`src/rtl/mem_phase_pkg.sv`:
```
// mem_phase_pkg
//   Shared types for the memory phase controller.
//   - state_t : job sequencer states (IDLE, LOAD, RUN_START, RUN, DUMP, DONE)
//   - grant_t : BRAM port-A owner (GNT_NONE, GNT_IO, GNT_CPU)
//   - helpers : state-to-grant decode, saturating counter increments
package mem_phase_pkg;

  localparam int LOAD_CNT_W = 16;
  localparam int TMO_CNT_W  = 20;

  typedef enum logic [2:0] {
    IDLE      = 3'd0,
    LOAD      = 3'd1,
    RUN_START = 3'd2,
    RUN       = 3'd3,
    DUMP      = 3'd4,
    DONE      = 3'd5
  } state_t;

  typedef enum logic [1:0] {
    GNT_NONE = 2'd0,
    GNT_IO   = 2'd1,
    GNT_CPU  = 2'd2
  } grant_t;

  // Which requester owns the BRAM port while the sequencer sits in a state.
  function automatic grant_t grant_of(input state_t st);
    grant_t g;
    case (st)
      LOAD, DUMP:     g = GNT_IO;
      RUN_START, RUN: g = GNT_CPU;
      IDLE, DONE:     g = GNT_NONE;
      default:        g = GNT_NONE;
    endcase
    return g;
  endfunction

  // Counters stick at all-ones instead of wrapping back to zero.
  function automatic logic [LOAD_CNT_W-1:0] sat_inc_load(input logic [LOAD_CNT_W-1:0] v);
    logic [LOAD_CNT_W-1:0] r;
    if (v == {LOAD_CNT_W{1'b1}}) r = v;
    else                         r = v + LOAD_CNT_W'(1);
    return r;
  endfunction

  function automatic logic [TMO_CNT_W-1:0] sat_inc_tmo(input logic [TMO_CNT_W-1:0] v);
    logic [TMO_CNT_W-1:0] r;
    if (v == {TMO_CNT_W{1'b1}}) r = v;
    else                        r = v + TMO_CNT_W'(1);
    return r;
  endfunction

endpackage

```
`src/rtl/bram_port_mux.sv`:
```
// bram_port_mux
//   Routes the granted requester onto BRAM port A with no added latency.
//   The non-granted requester's write is dropped; with no grant the port
//   is idle (we = 0, addr/din = 0).
//   Ports: grant; io_we/io_addr/io_wdata; cpu_we/cpu_addr/cpu_wdata;
//          bram_we/bram_addr/bram_din (to BRAM port A).
module bram_port_mux
  import mem_phase_pkg::*;
#(
  parameter int ADDR_W = 16,
  parameter int DATA_W = 16
) (
  input  grant_t            grant,
  input  logic              io_we,
  input  logic [ADDR_W-1:0] io_addr,
  input  logic [DATA_W-1:0] io_wdata,
  input  logic              cpu_we,
  input  logic [ADDR_W-1:0] cpu_addr,
  input  logic [DATA_W-1:0] cpu_wdata,
  output logic              bram_we,
  output logic [ADDR_W-1:0] bram_addr,
  output logic [DATA_W-1:0] bram_din
);

  // Grant-selected port drive; anything not granted is held at zero.
  always_comb begin
    bram_we   = 1'b0;
    bram_addr = {ADDR_W{1'b0}};
    bram_din  = {DATA_W{1'b0}};
    case (grant)
      GNT_IO: begin
        bram_we   = io_we;
        bram_addr = io_addr;
        bram_din  = io_wdata;
      end
      GNT_CPU: begin
        bram_we   = cpu_we;
        bram_addr = cpu_addr;
        bram_din  = cpu_wdata;
      end
      GNT_NONE: begin
        bram_we   = 1'b0;
        bram_addr = {ADDR_W{1'b0}};
        bram_din  = {DATA_W{1'b0}};
      end
      default: begin
        bram_we   = 1'b0;
        bram_addr = {ADDR_W{1'b0}};
        bram_din  = {DATA_W{1'b0}};
      end
    endcase
  end

endmodule

```
`src/rtl/mem_phase_ctrl.sv`:
```
// mem_phase_ctrl
//   Sequences one load / run / dump job on the shared program/data BRAM:
//   io_module fills the BRAM, the CPU runs on it, io_module sends results.
//   Inputs : clk_100, rst (sync, active high), start, io_we/io_addr/io_wdata,
//            io_send_done, cpu_we/cpu_addr/cpu_wdata, cpu_done, bram_dout.
//   Outputs: bram_we/bram_addr/bram_din (port-A mux), rd_data,
//            ctrl_io_receive, ctrl_io_send, cpu_start, busy, done,
//            err_timeout (sticky), err_violation.
//   Build option: define MEM_PHASE_VIOLATION_EN to flag writes from the
//   requester that does not currently own the BRAM (err_violation);
//   otherwise err_violation is tied low. Writes are suppressed either way.
module mem_phase_ctrl
  import mem_phase_pkg::*;
#(
  parameter int ADDR_W       = 16,
  parameter int DATA_W       = 16,
  parameter int LOAD_LEN     = 4,
  parameter int IDLE_TIMEOUT = 1000000
) (
  input  logic              clk_100,
  input  logic              rst,
  input  logic              start,
  input  logic              io_we,
  input  logic [ADDR_W-1:0] io_addr,
  input  logic [DATA_W-1:0] io_wdata,
  input  logic              io_send_done,
  input  logic              cpu_we,
  input  logic [ADDR_W-1:0] cpu_addr,
  input  logic [DATA_W-1:0] cpu_wdata,
  input  logic              cpu_done,
  input  logic [DATA_W-1:0] bram_dout,
  output logic              bram_we,
  output logic [ADDR_W-1:0] bram_addr,
  output logic [DATA_W-1:0] bram_din,
  output logic [DATA_W-1:0] rd_data,
  output logic              ctrl_io_receive,
  output logic              ctrl_io_send,
  output logic              cpu_start,
  output logic              busy,
  output logic              done,
  output logic              err_timeout,
  output logic              err_violation
);

  localparam logic [LOAD_CNT_W-1:0] LOAD_LAST = LOAD_CNT_W'(LOAD_LEN - 1);
  localparam logic [TMO_CNT_W-1:0]  TMO_LAST  = TMO_CNT_W'(IDLE_TIMEOUT - 1);

  state_t                state_r, state_s;
  grant_t                grant_r;
  logic [LOAD_CNT_W-1:0] load_cnt_r, load_cnt_s;
  logic [TMO_CNT_W-1:0]  tmo_cnt_r, tmo_cnt_s;
  logic                  err_timeout_r, err_timeout_s;
  logic                  start_acc_s;
  logic                  ctrl_io_receive_r, ctrl_io_send_r, cpu_start_r, busy_r, done_r;

  // Next-state, load/timeout counters and timeout flag.
  always_comb begin
    state_s       = state_r;
    load_cnt_s    = load_cnt_r;
    tmo_cnt_s     = tmo_cnt_r;
    err_timeout_s = err_timeout_r;
    start_acc_s   = 1'b0;
    case (state_r)
      IDLE: begin
        if (start) begin
          state_s       = LOAD;
          load_cnt_s    = {LOAD_CNT_W{1'b0}};
          tmo_cnt_s     = {TMO_CNT_W{1'b0}};
          err_timeout_s = 1'b0;
          start_acc_s   = 1'b1;
        end else begin
          state_s = IDLE;
        end
      end
      LOAD: begin
        // A write always beats timeout expiry in the same cycle.
        if (io_we) begin
          load_cnt_s = sat_inc_load(load_cnt_r);
          tmo_cnt_s  = {TMO_CNT_W{1'b0}};
          if (load_cnt_r == LOAD_LAST) state_s = RUN_START;
          else                         state_s = LOAD;
        end else begin
          tmo_cnt_s = sat_inc_tmo(tmo_cnt_r);
          if (tmo_cnt_r == TMO_LAST) begin
            err_timeout_s = 1'b1;
            state_s       = IDLE;
          end else begin
            state_s = LOAD;
          end
        end
      end
      RUN_START: state_s = RUN;
      RUN: begin
        if (cpu_done) state_s = DUMP;
        else          state_s = RUN;
      end
      DUMP: begin
        if (io_send_done) state_s = DONE;
        else              state_s = DUMP;
      end
      DONE:    state_s = IDLE;
      default: state_s = IDLE;
    endcase
  end

  // State, counters and all control outputs; outputs decode the next state
  // so they line up with the state they describe.
  always_ff @(posedge clk_100) begin
    if (rst) begin
      state_r           <= IDLE;
      grant_r           <= GNT_NONE;
      load_cnt_r        <= {LOAD_CNT_W{1'b0}};
      tmo_cnt_r         <= {TMO_CNT_W{1'b0}};
      err_timeout_r     <= 1'b0;
      ctrl_io_receive_r <= 1'b0;
      ctrl_io_send_r    <= 1'b0;
      cpu_start_r       <= 1'b0;
      busy_r            <= 1'b0;
      done_r            <= 1'b0;
    end else begin
      state_r           <= state_s;
      grant_r           <= grant_of(state_s);
      load_cnt_r        <= load_cnt_s;
      tmo_cnt_r         <= tmo_cnt_s;
      err_timeout_r     <= err_timeout_s;
      ctrl_io_receive_r <= (state_s == LOAD);
      ctrl_io_send_r    <= (state_s == DUMP);
      cpu_start_r       <= (state_s == RUN_START);
      busy_r            <= (state_s != IDLE);
      done_r            <= (state_s == DONE);
    end
  end

`ifdef MEM_PHASE_VIOLATION_EN
  logic viol_s;
  logic err_violation_r;

  assign viol_s = (cpu_we && (grant_r != GNT_CPU)) || (io_we && (grant_r != GNT_IO));

  // Sticky violation flag, re-armed by an accepted start.
  always_ff @(posedge clk_100) begin
    if (rst) begin
      err_violation_r <= 1'b0;
    end else if (start_acc_s) begin
      err_violation_r <= viol_s;
    end else if (viol_s) begin
      err_violation_r <= 1'b1;
    end else begin
      err_violation_r <= err_violation_r;
    end
  end

  assign err_violation = err_violation_r;
`else
  assign err_violation = 1'b0;
`endif

  bram_port_mux #(
    .ADDR_W (ADDR_W),
    .DATA_W (DATA_W)
  ) u_mux (
    .grant     (grant_r),
    .io_we     (io_we),
    .io_addr   (io_addr),
    .io_wdata  (io_wdata),
    .cpu_we    (cpu_we),
    .cpu_addr  (cpu_addr),
    .cpu_wdata (cpu_wdata),
    .bram_we   (bram_we),
    .bram_addr (bram_addr),
    .bram_din  (bram_din)
  );

  assign rd_data         = bram_dout;
  assign ctrl_io_receive = ctrl_io_receive_r;
  assign ctrl_io_send    = ctrl_io_send_r;
  assign cpu_start       = cpu_start_r;
  assign busy            = busy_r;
  assign done            = done_r;
  assign err_timeout     = err_timeout_r;

endmodule
```
`config.mk`:
```
export PLATFORM = sky130hd
export DESIGN_NAME = mem_phase_ctrl
export DESIGN_NICKNAME = d
export VERILOG_FILES = /design/src/rtl/mem_phase_pkg.sv /design/src/rtl/bram_port_mux.sv /design/src/rtl/mem_phase_ctrl.sv
export SDC_FILE = /design/constraint.sdc
export NUM_CORES = 1
export LEC_CHECK = 0
export CORE_ASPECT_RATIO = 0.5
export CORE_UTILIZATION = 44
export CTS_CLUSTER_DIAMETER = 30
export CTS_CLUSTER_SIZE = 24
export DETAILED_ROUTE_END_ITERATION = 8
export PLACE_DENSITY = 0.95
export SYNTH_ARGS = -nofsm -noshare
export SYNTH_HDL_FRONTEND = slang
export SYNTH_SLANG_ARGS = --single-unit
export TNS_END_PERCENT = 1
```
`constraint.sdc`:
```
create_clock -name clk_100 -period 3 [get_ports clk_100]
set_input_delay 0.6 -clock clk_100 [delete_from_list [all_inputs] [get_ports clk_100]]
set_output_delay 0.6 -clock clk_100 [all_outputs]
set_load 0.1 [all_outputs]
```
# Word-level counts from Yosys, hierarchy flattened
# Index checks and enable logic that the tools add are counted.
# classes
addsub	2
eq_ne	21
muxes	23
n_reduce_logical	8
# op_table
op	n
16-bit one-hot mux with 2 select lines	3
20-bit two-way mux	3
16-bit two-way mux	3
20-bit == test, second input constant	2
20-bit one-hot mux with 2 select lines	1
20-bit by 1-bit adder with 20-bit output, second input constant	1
16-bit by 1-bit adder with 16-bit output, second input constant	1
16-bit == test, second input constant	1
16-bit by 2-bit == test with 1-bit output, second input constant	1
3-bit one-hot mux with 5 select lines	1
3-bit by 2-bit == test with 1-bit output, second input constant	4
2-bit inequality test, second input constant	5
3-bit == test, second input constant	3
4-bit AND reduction	2
3-bit by 1-bit == test with 1-bit output, second input constant	2
1-bit two-way mux	6
3-bit two-way mux	2
1-bit one-hot mux with 2 select lines	2
2-bit one-hot mux with 2 select lines	1
2-bit OR reduction	2
3-bit logical NOT	1
3-bit inequality test, second input constant	1
3-bit AND reduction	1
3-bit nonzero test	1
4 further kinds	4
# word_totals
reg_bits	47
input_bits	87
out_inout_bits	56
wordCells	64

# Logic depth before layout (Yosys ltp)
# depth
ltp_word	7
ltp_mapped	8
ltp_nobuf	6

# Modules after synthesis
# Synthesis repeated with hierarchy kept, for this count alone.
# hier_totals
hier_cells	370
area_unflattened_um2	3154.3
# modules_own_cells
mod	instances	cells_each	area_per_inst_um2	seq_area_each_um2
mem_phase_ctrl	1	288	2446.1	940.9
bram_port_mux	1	82	708.2	0.0

# Worst setup path after synthesis
# No wires, ideal clock.
# synth_timing
path_type	reg2out
start	register grant_r[0]
end	output port bram_din[14]
arrival_time_ns	2.322
t_required_ns	2.400
slack_ns	0.078
path_stages_with_launch	7
path_buffers	2
path_cell_list	dfxtp_1 -> inv_1 -> ha_1 -> clkbuf_1 -> clkbuf_1 -> a22oi_1 -> nor2_1
# synth_via
elab_chain_len	2
elab_cells_between_ends	3
classes_between	eq/ne (2); mux (1)
# synth_lines
item	line_no	text
from (decl)	mem_phase_ctrl.sv:49	grant_t grant_r;
from (signal assigned)	mem_phase_ctrl.sv:122	grant_r <= grant_of(state_s);
2-bit == test / 2-bit by 1-bit == test with 1-bit output (equally long branches)	bram_port_mux.sv:30	case (grant)
16-bit one-hot mux with 2 select lines (*)	bram_port_mux.sv:30	
to (decl)	mem_phase_ctrl.sv:34	output logic [DATA_W-1:0] bram_din,
# Every way passes the cells marked *; elsewhere a longest branch is shown, timed or not.

# Worst setup path after layout
# layout_timing
start	register grant_r[0]
end	output port bram_addr[0]
# layout_via
elab_chain_len	2
elab_cells_between_ends	3
classes_between	eq/ne (2); mux (1)
# layout_lines
item	line_no	text
2-bit == test / 2-bit by 1-bit == test with 1-bit output (equally long branches)	bram_port_mux.sv:30	
16-bit one-hot mux with 2 select lines (*)	bram_port_mux.sv:30	
to (decl)	mem_phase_ctrl.sv:33	output logic [ADDR_W-1:0] bram_addr,
# Marked as above.

==> results.cfg <==
[min_path]
holdPathStages = 2
hold_class = flop to flop
min-delay-start = tmo_cnt_r[5]
min_to = tmo_cnt_r[5]

[clocking]
cts_buffers = 5
clk_latency_ns = 0.29
cts-resized-gates = 0
htreeDepth = 2
clock_sinks = 47
clockBufferDepth = 2
cts_hold_buf = 0
cts-root-buf = clkbuf_16
cts_setup_buffers = 0
cts_tree = done
path_clk_slew_ns = 0.06

[synth]
netlist_area_sq_um = 2870
synth-edff-count = 0
yosys_warnings = 0
ys.flop_type = dfxtp_1
syn_area_per_cell_sq_um = 7.86
synth_cell_types = 54
ys_seq_area_frac = 0.328
netlist_instances = 365
ys_seq_elements = 47
synthArstFlopShare = 0
syn_nets = 456

[global_route]
grt_pass1_wl_mm = 13.3
antenna_found_initial = 0
grt_pass1_vias = 2886
grt_usage = 0.247
grt_max_degree = 34
grt_overflow = 0

[critical_path]
critPathArrivalTime_ns = 2.13
crit_type = flop to output port
crit_required_ns = 2.40
r2r-end = tmo_cnt_r[4]
worst_r2r_path_depth = 5
rr_startpoint = state_r[0]
end_kind = output port
critPathLaunchType = flop
cp_max_fo = 33
cp_slowest_cell = ha_1
crit_chain = inv_1 -> ha_1 -> nor2_1 -> buf_12
rrSetupSlack_ns = 0.72
slowest_delay_ns = 0.97

[floorplanning]
core_area_sq_um = 6180
die_x_um = 116
die-area_sq_um = 6870
start_util = 0.464
num_rows = 20
boundaryPins = 143
die_y_um = 59.1

[sta]
period_share = 0.909
clock-skew-final_ns = 0.00484
maxSlewViolCount = 0
hold_viol_final = 0
tns_ns = 0
rsz0062_at_grt = no
finalSetupViolations = 0
relSlewSlack = 0.308
fmax_mhz = 367
tightestPinTransition_ns = 1.04
period_needed_ns = 2.73

[detailed_routing]
first_iter_violations = 269
antenna_left = 0
drc_errors = 0
drt_first_pass_iters = 5
vias_per_cell = 5.87
wirelength_mm = 8.88
wl_per_cell_um = 16.6
num_vias = 3148

[finish]
n_fill_cell = 427
diodes = 0
final-seq-area_sq_um = 941
multiInputGateArea_sq_um = 1670
nets = 538
syn_to_final_growth_pct = 52.4
drive_gt1_frac = 0.132

[placed_design]
io_buffers = 109
dp_hpwl_mm = 6.51
place_congestion = 0.841

[job]
drv_cap = 0

[outcome]
status = complete, no violations

[pwr]
p_total_uw = 1660
irDropWorstVdd_mv = 0.229
power.density_nw_per_um2 = 380
p_leak_uw = 0.00152
[registers in the layout (all words and copies together) (netlist names)]
| register | cells |
|---|---|
| busy | 1 |
| cpu_start | 1 |
| ctrl_io_receive | 1 |
| ctrl_io_send | 1 |
| done | 1 |
| err_timeout | 1 |
| grant_r | 2 |
| load_cnt_r | 16 |
| state_r | 3 |
| tmo_cnt_r | 20 |
[per-stage QoR]
| step | utilization | cell area (sq um) | instances | hold slack (ns) | setup slack, ns |
|---|---|---|---|---|---|
| after floorplan | - | 2870 | 365 | 0.454 | 0.0779 |
| after global placement | 0.679 | 4200 | 528 | 0.461 | 0.446 |
| after detailed placement | 0.679 | 4200 | 528 | 0.477 | 0.384 |
| after CTS | 0.707 | 4370 | 536 | 0.492 | 0.284 |
| after global routing | 0.707 | 4370 | 536 | 0.533 | 0.142 |
| final | 0.707 | 4370 | 536 | 0.493 | 0.273 |
[layout make-up]
class / instances / share of cell area
Multi-Input combinational cell: 272 / 0.383
Timing Repair Buffer: 115 / 0.332
Sequential cell: 47 / 0.215
Clock buffer: 6 / 0.0318
Tap cell: 88 / 0.0252
Clock inverter: 2 / 0.00801
Inverter: 6 / 0.00515
[cell usage after synthesis, types with 8 or more instances]
cell type / count / area share
nor2_1: 62 / 0.081
dfxtp_1: 47 / 0.33
a22oi_1: 33 / 0.086
clkbuf_1: 18 / 0.024
a21oi_1: 17 / 0.030
buf_4: 17 / 0.044
nand2_1: 14 / 0.018
nand3_1: 12 / 0.021
nand4_1: 11 / 0.024
o21ai_0: 11 / 0.019
xor2_1: 11 / 0.034
nor4_1: 8 / 0.017
or3_1: 8 / 0.017
[worst max-delay path by stage]
| stage | to | depth (start not counted) | slack, ns | start |
|---|---|---|---|---|
| finish | bram_addr[0] | 4 | 0.27 | grant_r[0] |
| global route | bram_addr[0] | 4 | 0.14 | grant_r[0] |
| CTS | bram_addr[0] | 4 | 0.28 | grant_r[0] |
| detailed placement | tmo_cnt_r[3] | 5 | 0.38 | io_we |
| global placement | tmo_cnt_r[3] | 5 | 0.45 | io_we |
| floorplan | bram_din[14] | 6 | 0.08 | grant_r[0] |
[cell families after synthesis]
family,share of synthesized area
mux,0.0109
simple gates,0.289
buf+inv,0.0889
fa+ha+maj,0.0174
xor+xnor,0.0549
compound gates,0.210
other cells,0.00131
flops,0.328
[report_power, final]
| group | switching, uW | internal (uW) |
|---|---|---|
| sequential | 9.45 | 632 |
| combinational | 212 | 162 |
| clock | 232 | 414 |
[worst max-delay path: cells and delay by family, from the launching register on]
family / cells / cell delay (ns)
adder cells (fa/ha/maj): 1 / 0.97
buffers and inverters: 2 / 0.29
AND/OR/NAND/NOR: 1 / 0.23
flip-flops: 1 / 0.33
[cell usage in the layout, fill, tap and decap left out, types with 5 or more instances in the layout]
master           count
a21oi_1             17
a22oi_1             33
and2_1               7
and3_1               5
buf_12              33
buf_4               12
clkbuf_16            5
clkdlybuf4s50_1     70
dfxtp_1             47
inv_1                6
nand2_1             14
nand3_1             12
nand4_1             11
nor2_1              62
nor4_1               8
o211ai_1             6
o21ai_0             11
or3_1                8
xnor2_1              7
xor2_1              11
[layer usage]
metal  up-vias  GRT usage  routed length [um]
li1       1489          -                   -
met1      1465      0.295                3480
met2       163      0.438                4420
met3        31     0.0399                 675
met4         0      0.128                 311
met5         -          0                   0
(Power assumes the default switching activity.)
==> variant (same flow settings) <==
Add a define of `MEM_PHASE_VIOLATION_EN`.
--- a/src/rtl/mem_phase_ctrl.sv
+++ b/src/rtl/mem_phase_ctrl.sv
@@ -9,6 +9,8 @@
 //   Build option: define MEM_PHASE_VIOLATION_EN to flag writes from the
 //   requester that does not currently own the BRAM (err_violation);
 //   otherwise err_violation is tied low. Writes are suppressed either way.
+`define MEM_PHASE_VIOLATION_EN
+
 module mem_phase_ctrl
   import mem_phase_pkg::*;
 #(
Function: changed (Yosys sat finds a counterexample within 4 cycles, from zero or initial values and one cycle with rst high).
==> variant against the original RTL <==
Sequential cell count up 1; area after synthesis increased by 5.4%; synthesized cell count increased by 6.0%; global-route usage up 1.3 points; setup slack lost 28 ps; routed wire length rose by 11%; power down 4.8%; critical endpoint is now bram_din[10]; core utilization shrank 0.060 points; combinational power grew 5.9%; largest cell class unchanged; final area up 2.7%; sequential share of layout area fell by 0.13 points; first-iteration DRC count rose by 11%; hold slack worse by 22 ps.
==> variant: results (changes against the original RTL) <==
| Metric | Value |
|---|---|
| Status | complete, no violations |
| Drt pass-1 iters | 8 (+3) |
| Clock sink count | 48 (+2.1%) |
| Delay-heaviest family, CP | adder cells |
| Post-DP HPWL | 7370 um (+13%) |
| Register area share after synthesis | 31.8% (-1.0 points) |
| Slowest CP cell | ha_1 |
| Synth area leaders | dfxtp_1 32%, a22oi_1 8.4%, nor2_1 8.3% |
| Vias in the first global route | 3044 (+5.5%) |
| Worst min path class | flip-flop to flip-flop |
| Filler Cell Count | 435 (+1.9%) |
| IR drop worst, VDD | 0.000247 V (+7.9%) |
| Clock Skew | 6.73 ps (+1.89 ps) |
| CTS Root Cell | clkbuf_16 |
| Clock H-tree levels | 2 (unchanged) |
| Initial antenna violation count | 0 (unchanged) |
| First-pass GRT wire length | 15000 um (+12%) |
| Commonest cells in the netlist | 67 x nor2_1, 48 x dfxtp_1, 34 x a22oi_1 |
| Post-synthesis net count | 478 (+4.8%) |
| TritonCTS Buffers | 5 (unchanged) |
| N_diodes | 0 (unchanged) |
| Ys Warns | 0 (unchanged) |
| Clock Path Buffers | 2 (unchanged) |
| Top Registers | tmo_cnt_r (20), load_cnt_r (16), state_r (3) |
| Routability cong. | 0.894 (+6.2%) |
| Largest net degree at the start of global routing | 34 (unchanged) |
| CP max FO | 33 (unchanged) |
| CP max stage delay | 950 ps (-20 ps) |
| WP data arrival | 2160 ps (+30 ps) |
| # resized after CTS | 0 (unchanged) |
| Post-CTS setup buffer count | 0 (unchanged) |
| GRT Overall Usage | 26.0% (+1.3 points) |
| Final net count | 561 (+4.3%) |
| Least-Margin Pin Slew | 1010 ps (-30.1 ps) |
| Average wire per standard cell | 17.7 um (+6.8%) |
| Unique masters post-synth | 55 (+1.9%) |
| Port bufs | 110 (+0.92%) |
| Via-per-instance ratio | 5.91 (+0.60%) |
| Initial DRC Count | 299 (+11%) |
| Asr flop ratio synth | 0% (unchanged) |
| LEAKAGE | 1.59 nW (+4.7%) |
| Clock Latency Late Sink | 290 ps (about the same) |
| Worst-path clk slew | 60 ps (about the same) |
| Ratio of cells with drive above 1 in the final layout | 14.0% (+0.87 points) |
-- variant: changes by cell type after synthesis, sizes merged, moves of 4 or more --
cell / before / now
nand2: 14 / 26
xnor2: 7 / 19
xor2: 11 / 0
nor3: 5 / 14
o21ai: 14 / 6
nor2: 62 / 68
o211ai: 6 / 0
inv: 6 / 11
or3: 8 / 3
o2111ai: 4 / 0
-- variant: power by group --
group	switching, mW	internal, mW
clock network	0.227	0.302
registers	0.0110	0.647
logic	0.228	0.167
-- variant: final timing paths --
| kind | from | cells past startpoint | endpoint | slack [ps] |
|---|---|---|---|---|
| worst max-delay path | grant_r[0] | 4 | bram_din[10] | 240 |
| worst min register to register | err_timeout | 1 | err_timeout | 470 |
| worst min-delay path | err_timeout | 1 | err_timeout | 470 |
| worst max register to register | load_cnt_r[0] | 5 | load_cnt_r[2] | 770 |
-- variant: kinds of logic (layout without fill, tap and decap cells) --
family | Yosys count | after routing | synth area share (%)
AOI/OAI and AO/OA | 86 | 86 | 19.9
adders and majority gates | 4 | 4 | 1.65
DFF | 48 | 48 | 31.8
xor gates and xnor gates | 19 | 19 | 5.50
muxes | 4 | 4 | 1.41
and+or+nand+nor | 176 | 176 | 30.7
buffers and inverters | 50 | 133 | 9.02
-- variant: metrics by stage --
step / setup WS (ps) / instances / hold slack [ps] / cell area [um2] / total power, mW
after floorplan: 54.5 / 387 / 459 / 3030 / 0.981
after detailed placement: 225 / 551 / 459 / 4360 / 1.06
after CTS: 257 / 558 / 474 / 4490 / 1.58
after global routing: 126 / 558 / 498 / 4490 / 1.63
final: 245 / 558 / 470 / 4490 / 1.58
after global placement: 278 / 551 / 455 / 4360 / 1.05
-- variant: metal layers --
| metal | global-route usage (%) | up-vias | part of all wire (%) |
|---|---|---|---|
| met5 | 0 | - | 0 |
| met4 | 6.33 | 0 | 1.9 |
| met3 | 3.48 | 27 | 7.1 |
| met2 | 51.0 | 178 | 52 |
| met1 | 31.2 | 1536 | 39 |
| li1 | - | 1556 | - |
-- variant: layout make-up --
class                   count  area, um2  share of cell area, %
clock buffers               5        125                   2.78
clock inverters             2       12.5                  0.278
inverters                  11       41.3                  0.919
multi-input cells         289       1790                   39.9
flip-flops and latches     48        961                   21.4
well taps                  88        110                   2.45
repair buffers            115       1450                   32.3
